==> config.mk <==
export PLATFORM = sky130hd
export DESIGN_NAME = ssd_scan_ctrl
export DESIGN_NICKNAME = d
export VERILOG_FILES = /design/src/rtl/ssd_pkg.sv /design/src/rtl/ssd_hex_decode.sv /design/src/rtl/ssd_scan_ctrl.sv
export SDC_FILE = /design/constraint.sdc
export NUM_CORES = 1
export LEC_CHECK = 0
export BUFFER_PORTS_ARGS = -buffer_cell sky130_fd_sc_hd__buf_2
export CELL_PAD_IN_SITES_DETAIL_PLACEMENT = 0
export CELL_PAD_IN_SITES_GLOBAL_PLACEMENT = 1
export CORE_UTILIZATION = 33
export CTS_CLUSTER_SIZE = 28
export DETAILED_ROUTE_END_ITERATION = 8
export GPL_ROUTABILITY_DRIVEN = 0
export PLACE_DENSITY_LB_ADDON = 0.1
export SYNTH_ARGS = -nofsm -noshare
export SYNTH_HDL_FRONTEND = slang
export SYNTH_HIERARCHICAL = 1
export SYNTH_SLANG_ARGS = --single-unit
==> constraint.sdc <==
create_clock -name ClkPort -period 3.5 [get_ports ClkPort]
set_input_delay 0.7 -clock ClkPort [delete_from_list [all_inputs] [get_ports ClkPort]]
set_output_delay 0.7 -clock ClkPort [all_outputs]
set_load 0.005 [all_outputs]
==> src/rtl/ssd_pkg.sv <==
// Shared constants and the hex-to-segment table for the seven-segment scan controller.
// Leading-zero blanking in ssd_scan_ctrl is built only when SSD_LZB_EN is defined.
package ssd_pkg;

    localparam logic [7:0] SEG_BLANK = 8'hFF;
    localparam logic [7:0] ANODE_OFF = 8'hFF;

    // Segment order abcdefg, a 0 lights the segment.
    function automatic logic [6:0] hex_seg(input logic [3:0] nib);
        logic [6:0] seg;
        case (nib)
            4'h0:    seg = 7'b0000001;
            4'h1:    seg = 7'b1001111;
            4'h2:    seg = 7'b0010010;
            4'h3:    seg = 7'b0000110;
            4'h4:    seg = 7'b1001100;
            4'h5:    seg = 7'b0100100;
            4'h6:    seg = 7'b0100000;
            4'h7:    seg = 7'b0001111;
            4'h8:    seg = 7'b0000000;
            4'h9:    seg = 7'b0000100;
            4'hA:    seg = 7'b0001000;
            4'hB:    seg = 7'b1100000;
            4'hC:    seg = 7'b0110001;
            4'hD:    seg = 7'b1000010;
            4'hE:    seg = 7'b0110000;
            4'hF:    seg = 7'b0111000;
            default: seg = 7'b1111111;
        endcase
        return seg;
    endfunction

endpackage

==> src/rtl/ssd_hex_decode.sv <==
// Combinational 4-bit nibble to active-low abcdefg segment decoder.
module ssd_hex_decode
    import ssd_pkg::*;
(
    input  logic [3:0] nibble,
    output logic [6:0] segments
);

    assign segments = hex_seg(nibble);

endmodule

==> src/rtl/ssd_scan_ctrl.sv <==
// N-digit seven-segment scanner with ghost blanking and frame-aligned loads.
// Optional leading-zero blanking is enabled by defining SSD_LZB_EN.
module ssd_scan_ctrl
    import ssd_pkg::*;
#(
    parameter int NUM_DIGITS    = 8,
    parameter int PRESCALE_BITS = 18,
    parameter int GHOST_CYCLES  = 1024
) (
    input  logic                    ClkPort,
    input  logic                    Reset_n,
    input  logic                    load_valid,
    output logic                    load_ready,
    input  logic [4*NUM_DIGITS-1:0] value,
    input  logic [NUM_DIGITS-1:0]   dp,
    input  logic [NUM_DIGITS-1:0]   digit_en,
    output logic [NUM_DIGITS-1:0]   An,
    output logic [7:0]              cathodes,
    output logic                    frame_tick
);

    localparam int                       IDX_W     = (NUM_DIGITS > 1) ? $clog2(NUM_DIGITS) : 1;
    localparam logic [IDX_W-1:0]         LAST_IDX  = IDX_W'(NUM_DIGITS - 1);
    localparam logic [PRESCALE_BITS-1:0] GHOST_LIM = PRESCALE_BITS'(GHOST_CYCLES);
    localparam logic [NUM_DIGITS-1:0]    AN_OFF    = ANODE_OFF[NUM_DIGITS-1:0];

    logic [PRESCALE_BITS-1:0] prescale_r;
    logic [IDX_W-1:0]         index_r;
    logic [4*NUM_DIGITS-1:0]  value_act_r, value_pend_r;
    logic [NUM_DIGITS-1:0]    dp_act_r, dp_pend_r, en_act_r, en_pend_r;
    logic                     pending_r, load_ready_r;
    logic [NUM_DIGITS-1:0]    an_r;
    logic [7:0]               cath_r;
    logic                     frame_tick_r;

    logic                     terminal_s, boundary_s, accept_s;
    logic [3:0]               nibble_s;
    logic [6:0]               seg_s;
    logic [NUM_DIGITS-1:0]    lz_mask_s;
    logic                     zero_run_s;
    logic                     blank_s;
    logic [NUM_DIGITS-1:0]    an_nxt_s;
    logic [7:0]               cath_nxt_s;

    assign terminal_s = &prescale_r;
    assign boundary_s = terminal_s && (index_r == LAST_IDX);
    assign accept_s   = load_valid && load_ready_r;
    assign nibble_s   = value_act_r[{index_r, 2'b00} +: 4];

    ssd_hex_decode u_hex_decode (
        .nibble   (nibble_s),
        .segments (seg_s)
    );

`ifdef SSD_LZB_EN
    // A digit above 0 is a leading zero when it and every higher nibble are zero.
    always_comb begin
        lz_mask_s  = '0;
        zero_run_s = 1'b1;
        for (int i = NUM_DIGITS - 1; i > 0; i--) begin
            zero_run_s   = zero_run_s & (value_act_r[4*i +: 4] == 4'h0);
            lz_mask_s[i] = zero_run_s;
        end
    end
`else
    assign lz_mask_s  = '0;
    assign zero_run_s = 1'b0;
`endif

    // Next anode/cathode pattern from the current scan state.
    always_comb begin
        an_nxt_s   = AN_OFF;
        cath_nxt_s = SEG_BLANK;
        blank_s    = (prescale_r < GHOST_LIM) || !en_act_r[index_r] || lz_mask_s[index_r];
        if (blank_s) begin
            an_nxt_s   = AN_OFF;
            cath_nxt_s = SEG_BLANK;
        end else begin
            an_nxt_s   = ~(NUM_DIGITS'(1) << index_r);
            cath_nxt_s = {seg_s, ~dp_act_r[index_r]};
        end
    end

    // Slot prescaler and digit index.
    always_ff @(posedge ClkPort) begin
        if (!Reset_n) begin
            prescale_r <= '0;
            index_r    <= '0;
        end else begin
            prescale_r <= prescale_r + PRESCALE_BITS'(1);
            if (terminal_s) begin
                index_r <= (index_r == LAST_IDX) ? '0 : index_r + IDX_W'(1);
            end
        end
    end

    // Load handshake: capture into pending, promote to active only at a frame boundary.
    always_ff @(posedge ClkPort) begin
        if (!Reset_n) begin
            value_act_r  <= '0;
            dp_act_r     <= '0;
            en_act_r     <= '0;
            value_pend_r <= '0;
            dp_pend_r    <= '0;
            en_pend_r    <= '0;
            pending_r    <= 1'b0;
            load_ready_r <= 1'b1;
        end else if (accept_s) begin
            value_pend_r <= value;
            dp_pend_r    <= dp;
            en_pend_r    <= digit_en;
            pending_r    <= 1'b1;
            load_ready_r <= 1'b0;
        end else if (boundary_s && pending_r) begin
            value_act_r  <= value_pend_r;
            dp_act_r     <= dp_pend_r;
            en_act_r     <= en_pend_r;
            pending_r    <= 1'b0;
            load_ready_r <= 1'b1;
        end
    end

    // Registered pin drivers, one clock behind the scan state.
    always_ff @(posedge ClkPort) begin
        if (!Reset_n) begin
            an_r         <= AN_OFF;
            cath_r       <= SEG_BLANK;
            frame_tick_r <= 1'b0;
        end else begin
            an_r         <= an_nxt_s;
            cath_r       <= cath_nxt_s;
            frame_tick_r <= boundary_s;
        end
    end

    assign load_ready = load_ready_r;
    assign An         = an_r;
    assign cathodes   = cath_r;
    assign frame_tick = frame_tick_r;

endmodule

# Yosys cells after proc, flatten, opt, wreduce, memory -nomap -nowiden
# Memories as Yosys holds them, arrays and structs flattened. A register that Yosys moved wholly into a read port is not among the register bits.
# Cells that the tools add are included.
# classes
n_eq_ne	1
shifts	2
n_bitwise	4
reduce_logical	10
n_addsub	2
muxes	12
order_cmp	2
# ops
op	n
variable part select 32 x 6 -> 4 bit	1
adder 18 x 1 -> 18 bit, second input constant	1
less-than comparator 18 x 11 -> 1 bit, second input constant	1
AND reduction 18 bit	1
two-way mux 3 bit	3
NOT 8 bit	1
left shift 1 x 3 -> 8 bit, first input constant	1
two-way mux 1 bit	7
binary-select mux 1 bit (select 3 bit)	2
less-than comparator 3 x 4 -> 1 bit, second input constant	1
adder 3 x 1 -> 3 bit, second input constant	1
== test 3 bit, second input constant	1
logical AND 1 bit	3
NOT 1 bit	3
logical OR 1 bit	2
AND reduction 2 bit	1
nonzero test 2 bit	1
OR reduction 2 bit	1
logical NOT 1 bit	1
# totals
inputBits	51
reg_bits	136
mem_bits_ro	120
elab_cells	48
output_inout_bits	18
memories	2
# mem_list
memory	depth	width	rd	rd_ports_with_merged_regs	write_ports	line_no	source
(no name shown)	16	7	1	1	0	ssd_pkg.sv:11	case (nib)
(no name shown)	8	1	1	1	0	ssd_scan_ctrl.sv:74	blank_s = (prescale_r < GHOST_LIM) || !en_act_r[index_r] || lz_mask_s[index_r];

# Longest topological paths before layout
# Gate-level depths: netlist (run 1).
# depth
word_depth	6
ltp_mapped	11
mapped_depth_nobuf	9

# Hierarchy
# The synthesis (run 1) kept the hierarchy.
# by_module_without_submodules
mod	area_per_inst_um2	cells_per_inst	instances	seq_area_each_um2
ssd_scan_ctrl	5469.0	613	1	2722.6
ssd_hex_decode	252.7	36	1	0.0

# Worst setup path before layout (run 1)
# Ideal clock, no wire load.
# synth_timing
kind	register to register
start	register index_r[0]
end	register cath_r[7] (netlist: cathodes[7])
required_ns	3.373
synth_period_minus_slack_ns	2.594
setup_slack_ns	0.906
path_buffers	2
arrival_ns	2.467
setup_time_ns	0.127
stages_incl_launch_ff	11
path_cell_list	dfxtp_1 -> buf_2 -> buf_2 -> mux4_2 -> nand2_1 -> nand2_1 -> ha_1 -> or2b_1 -> o211ai_1 -> o21ai_0 -> or3_1
# synth_via
word_cells_on_any_way	7
classes_between	1 x shift; 2 x mux; 4 x reduce/logical
# synth_rtl
item	line_no	source
start: declaration	ssd_scan_ctrl.sv:28	logic [IDX_W-1:0] index_r;
start signal: assignment	ssd_scan_ctrl.sv:92	index_r <= (index_r == LAST_IDX) ? '0 : index_r + IDX_W'(1);
variable part select 32 x 6 -> 4 bit	ssd_scan_ctrl.sv:48	assign nibble_s = value_act_r[{index_r, 2'b00} +: 4];
named net nibble_s[0]	ssd_scan_ctrl.sv:37	logic [3:0] nibble_s;
end: declaration	ssd_scan_ctrl.sv:33	logic [7:0] cath_r;
# The timed path passes the listed nets, and every way through them passes these cells. The select of a mux whose other input is x is not followed.
# A chain may end at the register's enable or synchronous reset.

# Final worst setup path (run 1)
# Same ends and word-level chain as after synthesis.

==> out/qor.csv, run 1 <==
stage;metric;value;unit
logic_synthesis;avgSynthCellArea;8.82;µm²
logic_synthesis;synth_edf_count;0;
placed_design;dp_slack;814;ps
setup_path;crit_path_end_kind;flop;
logic_synthesis;yosysMostFrequentCell;nand2_1;
logic_synthesis;netlist_top_cells_count;nand2_1, dfxtp_1, a21oi_1;
setup_path;critPathLaunchType;flop;
setup_path;worstPathArrival;2970;ps
die;die_h;134;µm
placed_design;portBuffers;68;
cts;clockRootBuffer;clkbuf_16;
logic_synthesis;synth_flop_cell;dfxtp_1;
placed_design;dpl.hpwl;8.83;mm
cts;insertion_delay;420;ps
logic_synthesis;ys_seq_area_share;47.6;%
logic_synthesis;syn_nets;714;
global_routing;antenna_found_initial;0;
cts;cts_hold_buf;0;
cts;cts_tree;done;
timing;slew_violations;0;
worst_hold_path;min_path_type;flop to flop;
logic_synthesis;synth_xor_area_share;1.38;%
logic_synthesis;synth_adder_area_share;3.06;%
cells_and_area;final_area;6800;µm²
route;vias;4398;
die;die-area;17900;µm²
global_routing;grt_max_degree;79;
cts;postCtsSetupRepairBufs;0;
pwr;swShare;21.0;%
die;num_rows;47;
logic_synthesis;ys_types;47;
flow_run;drv_cap;0;
status;status;completed;
cells_and_area;nets;765;
logic_synthesis;syn-cell-area;5720;µm²
route;avgViaCountPerCell;4.71;
timing;setup_ws;826;ps
cells_and_area;syn_to_final_growth;18.9;%
cts;clk_pin_slew_worst_paths;50;ps
placed_design;dp_cells;901;
die;fp.dieW;134;µm
timing;finalCritPeriodShare;76.4;%
timing;worst_hold_slack;452;ps
logic_synthesis;synth.ff_latch_count;136;
logic_synthesis;yosysTopAreaCellShare;47.6;%
pwr;clkPwrFrac;52.1;%
cts;clock-sinks;136;
pwr;p_per_area;535;nW/µm²
cells_and_area;antenna_cells;0;
cts;cts_resized;0;
pwr;vdd_ir_drop_max;0.000331;V
timing;finalSetupViolCount;0;
setup_path;worstSetupPathType;flop to flop;
logic_synthesis;synth_top_family_by_area;simple AND/OR/NAND/NOR gates;
pwr;p_seq_share;44.1;%
cts;htreeDepth;4;
timing;max_slew_margin;40.2;%
logic_synthesis;synthCells;649;
die;coreArea;16800;µm²
global_routing;grt_pass1_vias;4342;
die;io_pins;69;
timing;setup_tns;0;ps
timing;final_hold_viol_count;0;
cells_and_area;final_cells;933;
route;firstDrtPassIters;4;
logic_synthesis;synth_compound_area_share;7.46;%
logic_synthesis;synth_area_leader_cell;dfxtp_1;
cts;numCtsBuffers;17;
route;routed_wl;12.8;mm
logic_synthesis;synth-async-reset-ratio;0;%
cts;clock_path_buffers;2;
timing;skew;9.82;ps
logic_synthesis;synthSimpleGateAreaFrac;21.9;%
placed_design;post_dp_cell_area;6180;µm²
route;wl_per_cell;13.8;µm
timing;fin_crit;2670;ps
timing;clock.fmax;374;MHz
logic_synthesis;synthTopCellsByArea;dfxtp_1, nand2_1, mux2i_1;
global_routing;grt_pass1_wl;21.7;mm
cells_and_area;n_fill_cell;1748;
global_routing;grt.overflow.total;0;
timing;worst_pin_slew;897;ps
route;ant_nets;0;
die;initial_core_util;34.1;%
pwr;cellLeakagePower;2.46;nW
pwr;pwr-share-comb;3.9;%
timing;rsz0062_at_grt;no;
pwr;internal_power;2.88;mW
route;drc;0;
cells_and_area;drive_above_1_share;17.5;%
route;drtIter0Drc;269;
logic_synthesis;synthMuxAreaShare;13.8;%
setup_path;required;3800;ps
logic_synthesis;yosysWarningCount;6;
pwr;p_sw;0.763;mW
setup_path;cp_max_fo;6;
global_routing;grt_usage;15.6;%
==> metrics by stage <==
stage | util (%) | power, mW
6_report | 40.6 | 3.64
5_1_grt | 40.6 | 3.79
4_1_cts | 40.6 | 3.70
3_5_place_dp | 36.9 | 1.78
3_3_place_gp | 36.9 | 1.78
2_1_floorplan | - | 1.73
==> worst max-delay path, cell delays in order (launching register included) <==
cell      delay, ps
dfxtp_1         500
buf_4           240
mux4_2          510
nand2_1          80
nand2_1         140
ha_1            250
or2b_1          240
o211ai_1         90
o21ai_0         110
or3_1           380
==> power groups by stage <==
stage / sequential, mW / clock (mW) / combinational (mW)
final: 1.61 / 1.90 / 0.140
after global routing: 1.61 / 2.02 / 0.163
after CTS: 1.61 / 1.95 / 0.145
after detailed placement: 1.64 / 0 / 0.144
after global placement: 1.64 / 0 / 0.143
after floorplan: 1.63 / 0 / 0.0926
==> layout make-up <==
class	count	area, µm²	share of cell area [%]
Tap cell	220	275	4.05
Clock buffer	23	478	7.03
Clock inverter	9	145	2.13
Sequential cell	136	2720	40.0
Multi-Input combinational cell	459	2730	40.1
Inverter	10	37.5	0.552
Timing Repair Buffer	76	415	6.11
==> sequential cells by signal (all words and copies together) (netlist names) <==
name	cells
load_ready	1
dp_pend_r	8
prescale_r	18
An	8
index_r	3
dp_act_r	8
en_pend_r	8
cathodes	8
value_act_r	32
frame_tick	1
value_pend_r	32
en_act_r	8
pending_r	1
==> kinds of logic (layout without fill, tap and decap cells) <==
kind of cell | Yosys count | count (layout)
flip-flops | 136 | 136
adder cells (fa/ha/maj) | 14 | 14
buffers and inverters | 54 | 118
AO/OA/AOI/OAI | 79 | 79
multiplexers | 64 | 64
AND/OR/NAND/NOR | 293 | 293
XOR/XNOR | 9 | 9
==> routing by layer <==
| layer | GRT usage (%) | share of wire (%) |
|---|---|---|
| met1 | 20.0 | 49 |
| met2 | 24.8 | 46 |
| met3 | 3.92 | 3.4 |
| met4 | 7.13 | 1.9 |
| met5 | 0 | 0 |
==> layout by cell type, fill, tap and decap left out, types with 2 or more instances in the layout <==
cell and n:
nor2_1 16, xnor2_1 5, inv_1 8, o21ai_0 10
or4_1 4, and3_1 3, a31oi_1 2, clkbuf_8 3
clkinv_2 5, o211ai_1 2, mux4_2 12, ha_1 14
mux2i_1 51, bufinv_16 4, or3_1 11, xor2_1 4
a21oi_1 54, dfxtp_1 136, nor4_1 2, nand3_1 13
o21bai_1 2, clkbuf_1 3, nand4_1 4, o21ai_1 2
clkbuf_16 17, buf_4 8, nand2b_1 2, nand2_1 226
buf_2 67
==> worst paths after layout <==
| path | start | depth (start not counted) | slack, ps | to |
|---|---|---|---|---|
| max | index_r[0]$_SDFFE_PN0P_ | 9 | 830 | cathodes[7]$_SDFF_PP1_ |
| min | value_pend_r[11]$_SDFFE_PN0P_ | 2 | 450 | value_pend_r[11]$_SDFFE_PN0P_ |
| max reg2reg | index_r[0]$_SDFFE_PN0P_ | 9 | 830 | cathodes[7]$_SDFF_PP1_ |
| min reg2reg | value_pend_r[11]$_SDFFE_PN0P_ | 2 | 450 | value_pend_r[11]$_SDFFE_PN0P_ |
No activity file was read; power rests on OpenSTA's default activity.
==> inputs of run 2 (changes only) <==
- clock period: 3.5 -> 2.4 ns (I/O delays scaled with it)
==> run 2 against run 1 <==
Net effect:
- combinational power is 52% higher
- flip-flop and latch count stayed put
- sequential share of layout area is 0.95 points lower
- largest cell class unchanged
- power is 48% higher
==> out/qor.csv, run 2 (synthesized netlist as in run 1, its figures left out) <==
stage;metric;value;unit
pwr;internal_power;4.25;mW
placed_design;portBuffers;68;
worst_hold_path;hold_depth;3;
die;num_rows;47;
timing;worst_pin_slew;618;ps
setup_path;worstSetupPathType;flop to flop;
worst_hold_path;hold_start;dp[2];
setup_path;r2r-start;index_r[0]$_SDFFE_PN0P_;
cells_and_area;final_common_cell;nand2_1;
flow_run;drv_cap;0;
die;die-area;17900;µm²
pwr;pwr-share-comb;4.0;%
timing;slew_violations;0;
placed_design;dp_cells;908;
placed_design;dpl.hpwl;9.02;mm
cells_and_area;nets;775;
cells_and_area;fin_util;41.6;%
global_routing;grt_pass1_wl;21.7;mm
status;status;completed;
route;routed_wl;13.0;mm
die;io_pins;69;
setup_path;reg2reg_depth;9;
cells_and_area;drive_above_1_share;19.9;%
cts;clk_pin_slew_worst_paths;60;ps
timing;max_slew_margin;58.5;%
die;initial_core_util;34.1;%
cts;insertion_delay;420;ps
timing;finalSetupViolCount;0;
setup_path;cp_max_fo;7;
cts;clockRootBuffer;clkbuf_16;
cts;htreeDepth;4;
global_routing;grt.overflow.total;0;
timing;fin_crit;2280;ps
cts;numCtsBuffers;17;
timing;clock.fmax;439;MHz
timing;skew;8.14;ps
timing;worst_hold_slack;290;ps
die;coreArea;16800;µm²
route;vias;4463;
pwr;clkPwrFrac;52.7;%
route;ant_nets;0;
route;wl_per_cell;13.8;µm
cts;cts_tree;done;
setup_path;critPathLaunchType;flop;
cts;cts_hold_buf;0;
setup_path;crit_path_end_kind;flop;
pwr;vdd_ir_drop_max;0.000516;V
cts;clock-sinks;136;
cells_and_area;final_cell_mix;nand2_1, dfxtp_1, buf_2;
setup_path;required;2700;ps
setup_path;timing.rr.end;cathodes[7]$_SDFF_PP1_;
pwr;cellLeakagePower;2.53;nW
setup_path;rrSetupSlack;120;ps
route;avgViaCountPerCell;4.73;
worst_hold_path;hold_end;dp_pend_r[2]$_SDFFE_PN0P_;
setup_path;worstPathArrival;2580;ps
pwr;swShare;21.1;%
pwr;p_seq_share;43.4;%
route;drc;0;
cells_and_area;antenna_cells;0;
timing;final_hold_viol_count;0;
timing;setup_tns;0;ps
route;firstDrtPassIters;4;
cells_and_area;final_cells;943;
global_routing;antenna_found_initial;0;
pwr;power.total;5.39;mW
pwr;p_sw;1.14;mW
global_routing;grt_pass1_vias;4249;
global_routing;grt_max_degree;108;
cells_and_area;top_regs;value_act_r x32, value_pend_r x32, prescale_r x18;
die;fp.dieW;134;µm
route;drtIter0Drc;189;
worst_hold_path;min_path_type;input port to flop;
pwr;p_per_area;773;nW/µm²
die;die_h;134;µm
cells_and_area;syn_to_final_growth;21.9;%
timing;finalCritPeriodShare;94.8;%
cts;clock_path_buffers;2;
global_routing;grt_usage;15.7;%
run 2: cell count changes in the layout (fill, tap and decap cells not counted), moves of 2 or more:
cell	before	now
buf_12	1	5
buf_4	8	13
clkbuf_1	3	1
clkbuf_8	3	1
clkinvlp_4	0	3
ha_1	14	12
ha_2	0	2
nand2_1	226	223
nand2_2	0	2
run 2: area by class of cell:
type / count / area (µm²)
Clock inverter: 13 / 201
Sequential cell: 136 / 2730
Inverter: 10 / 37.5
Fill cell: 1739 / 9780
Tap cell: 220 / 275
Timing Repair Buffer: 86 / 544
Multi-Input combinational cell: 459 / 2750
Clock buffer: 19 / 443
run 2: how the worst max path moves through the flow:
| stage | startpoint | endpoint | slack [ps] | cells after the start |
|---|---|---|---|---|
| floorplan | index_r[0]$_SDFFE_PN0P_ | cathodes[7]$_SDFF_PP1_ | 20 | 10 |
| global placement | index_r[0]$_SDFFE_PN0P_ | cathodes[4]$_SDFF_PP1_ | 60 | 9 |
| detailed placement | index_r[0]$_SDFFE_PN0P_ | cathodes[4]$_SDFF_PP1_ | -20 | 9 |
| CTS | index_r[0]$_SDFFE_PN0P_ | cathodes[4]$_SDFF_PP1_ | 30 | 9 |
| global route | index_r[0]$_SDFFE_PN0P_ | cathodes[7]$_SDFF_PP1_ | -2 | 9 |
| finish | index_r[0]$_SDFFE_PN0P_ | cathodes[7]$_SDFF_PP1_ | 120 | 9 |
run 2: repair_timing:
action	in CTS	in global routing
pin swaps	0	2
gates resized for setup	1	8
setup buffers	2	1
endpoints found under the setup margin	2	6
run 2: power by group through the flow:
stage	registers, mW	clock network (mW)	logic, mW
after floorplan	2.38	0	0.135
after global placement	2.39	0	0.217
after detailed placement	2.39	0	0.221
after CTS	2.34	2.92	0.221
after global routing	2.34	3.02	0.248
final	2.34	2.84	0.213
run 2: per-stage QoR:
| step | cell area, µm² | setup WS, ps |
|---|---|---|
| 3_5_place_dp | 6280 | -22.2 |
| 4_1_cts | 6940 | 28.3 |
| 6_report | 6980 | 124 |
| 3_3_place_gp | 6280 | 63.2 |
| 5_1_grt | 6980 | -2.10 |
| 2_1_floorplan | 5740 | 23.8 |
run 2: critical path: stages, from the launching register on:
cell	delay [ps]
dfxtp_4	360
buf_12	120
mux4_2	520
nand2_2	100
nand2_4	70
ha_2	190
or2b_1	230
o211ai_1	90
o21ai_0	90
or3_1	370
run 2: metal layers:
layer	GRT usage, %	share of wire, %	vias to the layer above
li1	-	-	2296
met1	20.8	49	2065
met4	7.26	1.9	0
met3	4.22	5.1	18
met2	23.6	44	84
met5	0	0	-
==> inputs of run 3 (changes only) <==
- CAP_MARGIN: default -> 25
- CELL_PAD_IN_SITES_DETAIL_PLACEMENT: 0 -> 1
==> run 3 against run 2 <==
Net effect:
- sequential power about the same
- count of clock-buffer cells in the layout rose by 4
- sequential share of layout area up 0.15 points
- die area stayed put
- critical path type unchanged
- critical endpoint is now cathodes[4]$_SDFF_PP1_
==> out/qor.csv, run 3 (synthesized netlist as in run 1, its figures left out) <==
stage;metric;value;unit
worst_hold_path;hold_start;digit_en[7];
cts;clock_path_buffers;2;
cells_and_area;final_cells;942;
cells_and_area;n_fill_cell;2003;
global_routing;grt_use_met2;27.2;%
die;die_h;134;µm
die;fp.dieW;134;µm
timing;final_hold_viol_count;0;
setup_path;worstPathArrival;2610;ps
route;drtIter0Drc;175;
placed_design;dp_slack;-70.8;ps
timing;clock.fmax;431;MHz
setup_path;cp_max_fo;6;
pwr;p_per_area;755;nW/µm²
route;ant_nets;0;
timing;slew_violations;0;
timing;setup_tns;0;ps
route;wl_per_cell;14.7;µm
die;initial_core_util;34.1;%
cts;htreeDepth;4;
setup_path;cp_cell_sequence;buf_12, mux4_2, nand2_2, nand2_4, ha_2, or2_1, a21oi_2, a31oi_1, or3_1;
timing;fin_crit;2320;ps
timing;worst_pin_slew;659;ps
die;coreArea;16800;µm²
global_routing;grt_util_met1;20.8;%
global_routing;antenna_found_initial;0;
cts;insertion_delay;410;ps
status;status;completed;
global_routing;grt_util_met3;3.61;%
route;vias;4549;
flow_run;drv_cap;0;
route;firstDrtPassIters;4;
cts;cts_hold_buf;0;
setup_path;required;2690;ps
timing;setup_ws;79.8;ps
timing;finalSetupViolCount;0;
setup_path;cp_slowest_cell;mux4_2;
setup_path;worstSetupStartpoint;index_r[0]$_SDFFE_PN0P_;
setup_path;crit_path_end_kind;flop;
placed_design;dp_cells;908;
cells_and_area;drive_above_1_share;19.9;%
cts;numCtsBuffers;17;
setup_path;critPathLaunchType;flop;
placed_design;portBuffers;68;
cts;clockRootBuffer;clkbuf_16;
global_routing;grt_pass1_wl;23.2;mm
route;drc;0;
timing;rsz0062_at_grt;no;
cells_and_area;final_cell_mix;nand2_1, dfxtp_1, buf_2;
global_routing;grt_pass1_vias;4591;
timing;finalCritPeriodShare;96.7;%
setup_path;r2r-start;index_r[0]$_SDFFE_PN0P_;
worst_hold_path;min_path_type;input port to flop;
cells_and_area;nets;775;
cts;cts_tree;done;
timing;max_slew_margin;55.8;%
timing;skew;10.4;ps
global_routing;grt_max_degree;108;
setup_path;worstSetupPathType;flop to flop;
cells_and_area;syn_to_final_growth;21.5;%
route;avgViaCountPerCell;4.83;
pwr;vdd_ir_drop_max;0.000566;V
cts;clock-sinks;136;
global_routing;busiest_layer;met2;
cells_and_area;final_common_cell;nand2_1;
global_routing;grt_usage;16.5;%
die;die-area;17900;µm²
global_routing;grt.overflow.total;0;
die;num_rows;47;
placed_design;dpl.hpwl;9.75;mm
pwr;cellLeakagePower;2.53;nW
cells_and_area;antenna_cells;0;
die;io_pins;69;
route;routed_wl;13.9;mm
setup_path;cpPeakStageDelay;520;ps
cells_and_area;top_regs;value_act_r x32, value_pend_r x32, prescale_r x18;
cts;clk_pin_slew_worst_paths;60;ps
run 3: per-layer routing:
layer	vias to the layer above	wire, µm
li1	2280	-
met1	2186	6750
met2	65	6520
met3	18	365
met4	0	256
met5	-	0
run 3: cell type report:
type | instances | area, µm² | area share, %
well taps | 220 | 275 | 3.96
repair buffers | 86 | 544 | 7.83
clock inverters | 8 | 118 | 1.69
clock buffers | 23 | 498 | 7.17
multi-input cells | 459 | 2750 | 39.6
inverters | 10 | 37.5 | 0.540
flip-flops and latches | 136 | 2730 | 39.2
run 3: power breakdown:
part	internal [mW]	switching (mW)	leakage, nW
sequential	2.31	0.0306	1.11
clock	1.76	0.931	0.305
combinational	0.0821	0.134	1.12
total	4.15	1.10	2.53
run 3: worst max-delay path: cells and delay by family, from the launching register on:
family / cells / cell delay [ps]
buffers and inverters: 1 / 120
AND/OR/NAND/NOR: 4 / 810
flip-flops: 1 / 360
adder cells (fa/ha/maj): 1 / 200
multiplexers: 1 / 520
AO/OA/AOI/OAI: 2 / 190
run 3: what timing repair did:
item / 4_1_cts / 5_1_grt
buffers inserted: 2 / 1
resized for setup: 3 / 9
pin swaps: 0 / 1
setup endpoints to repair: 3 / 6
run 3: worst paths after layout:
path | end | slack (ps) | cells past startpoint
worst max register to register | cathodes[4]$_SDFF_PP1_ | 80 | 9
worst min register to register | en_act_r[7]$_SDFFE_PN0P_ | 450 | 2
worst min-delay path | en_pend_r[7]$_SDFFE_PN0P_ | 300 | 3
worst max-delay path | cathodes[4]$_SDFF_PP1_ | 80 | 9
run 3: metrics by stage:
step | instance area (µm²) | utilization, % | hold slack, ps | total power [mW]
detailed placement | 6280 | 37.5 | 448 | 2.61
global placement | 6280 | 37.5 | 441 | 2.61
floorplan | 5740 | - | 430 | 2.52
global route | 6950 | 41.5 | 294 | 5.45
CTS | 6920 | 41.3 | 286 | 5.33
finish | 6950 | 41.5 | 301 | 5.25
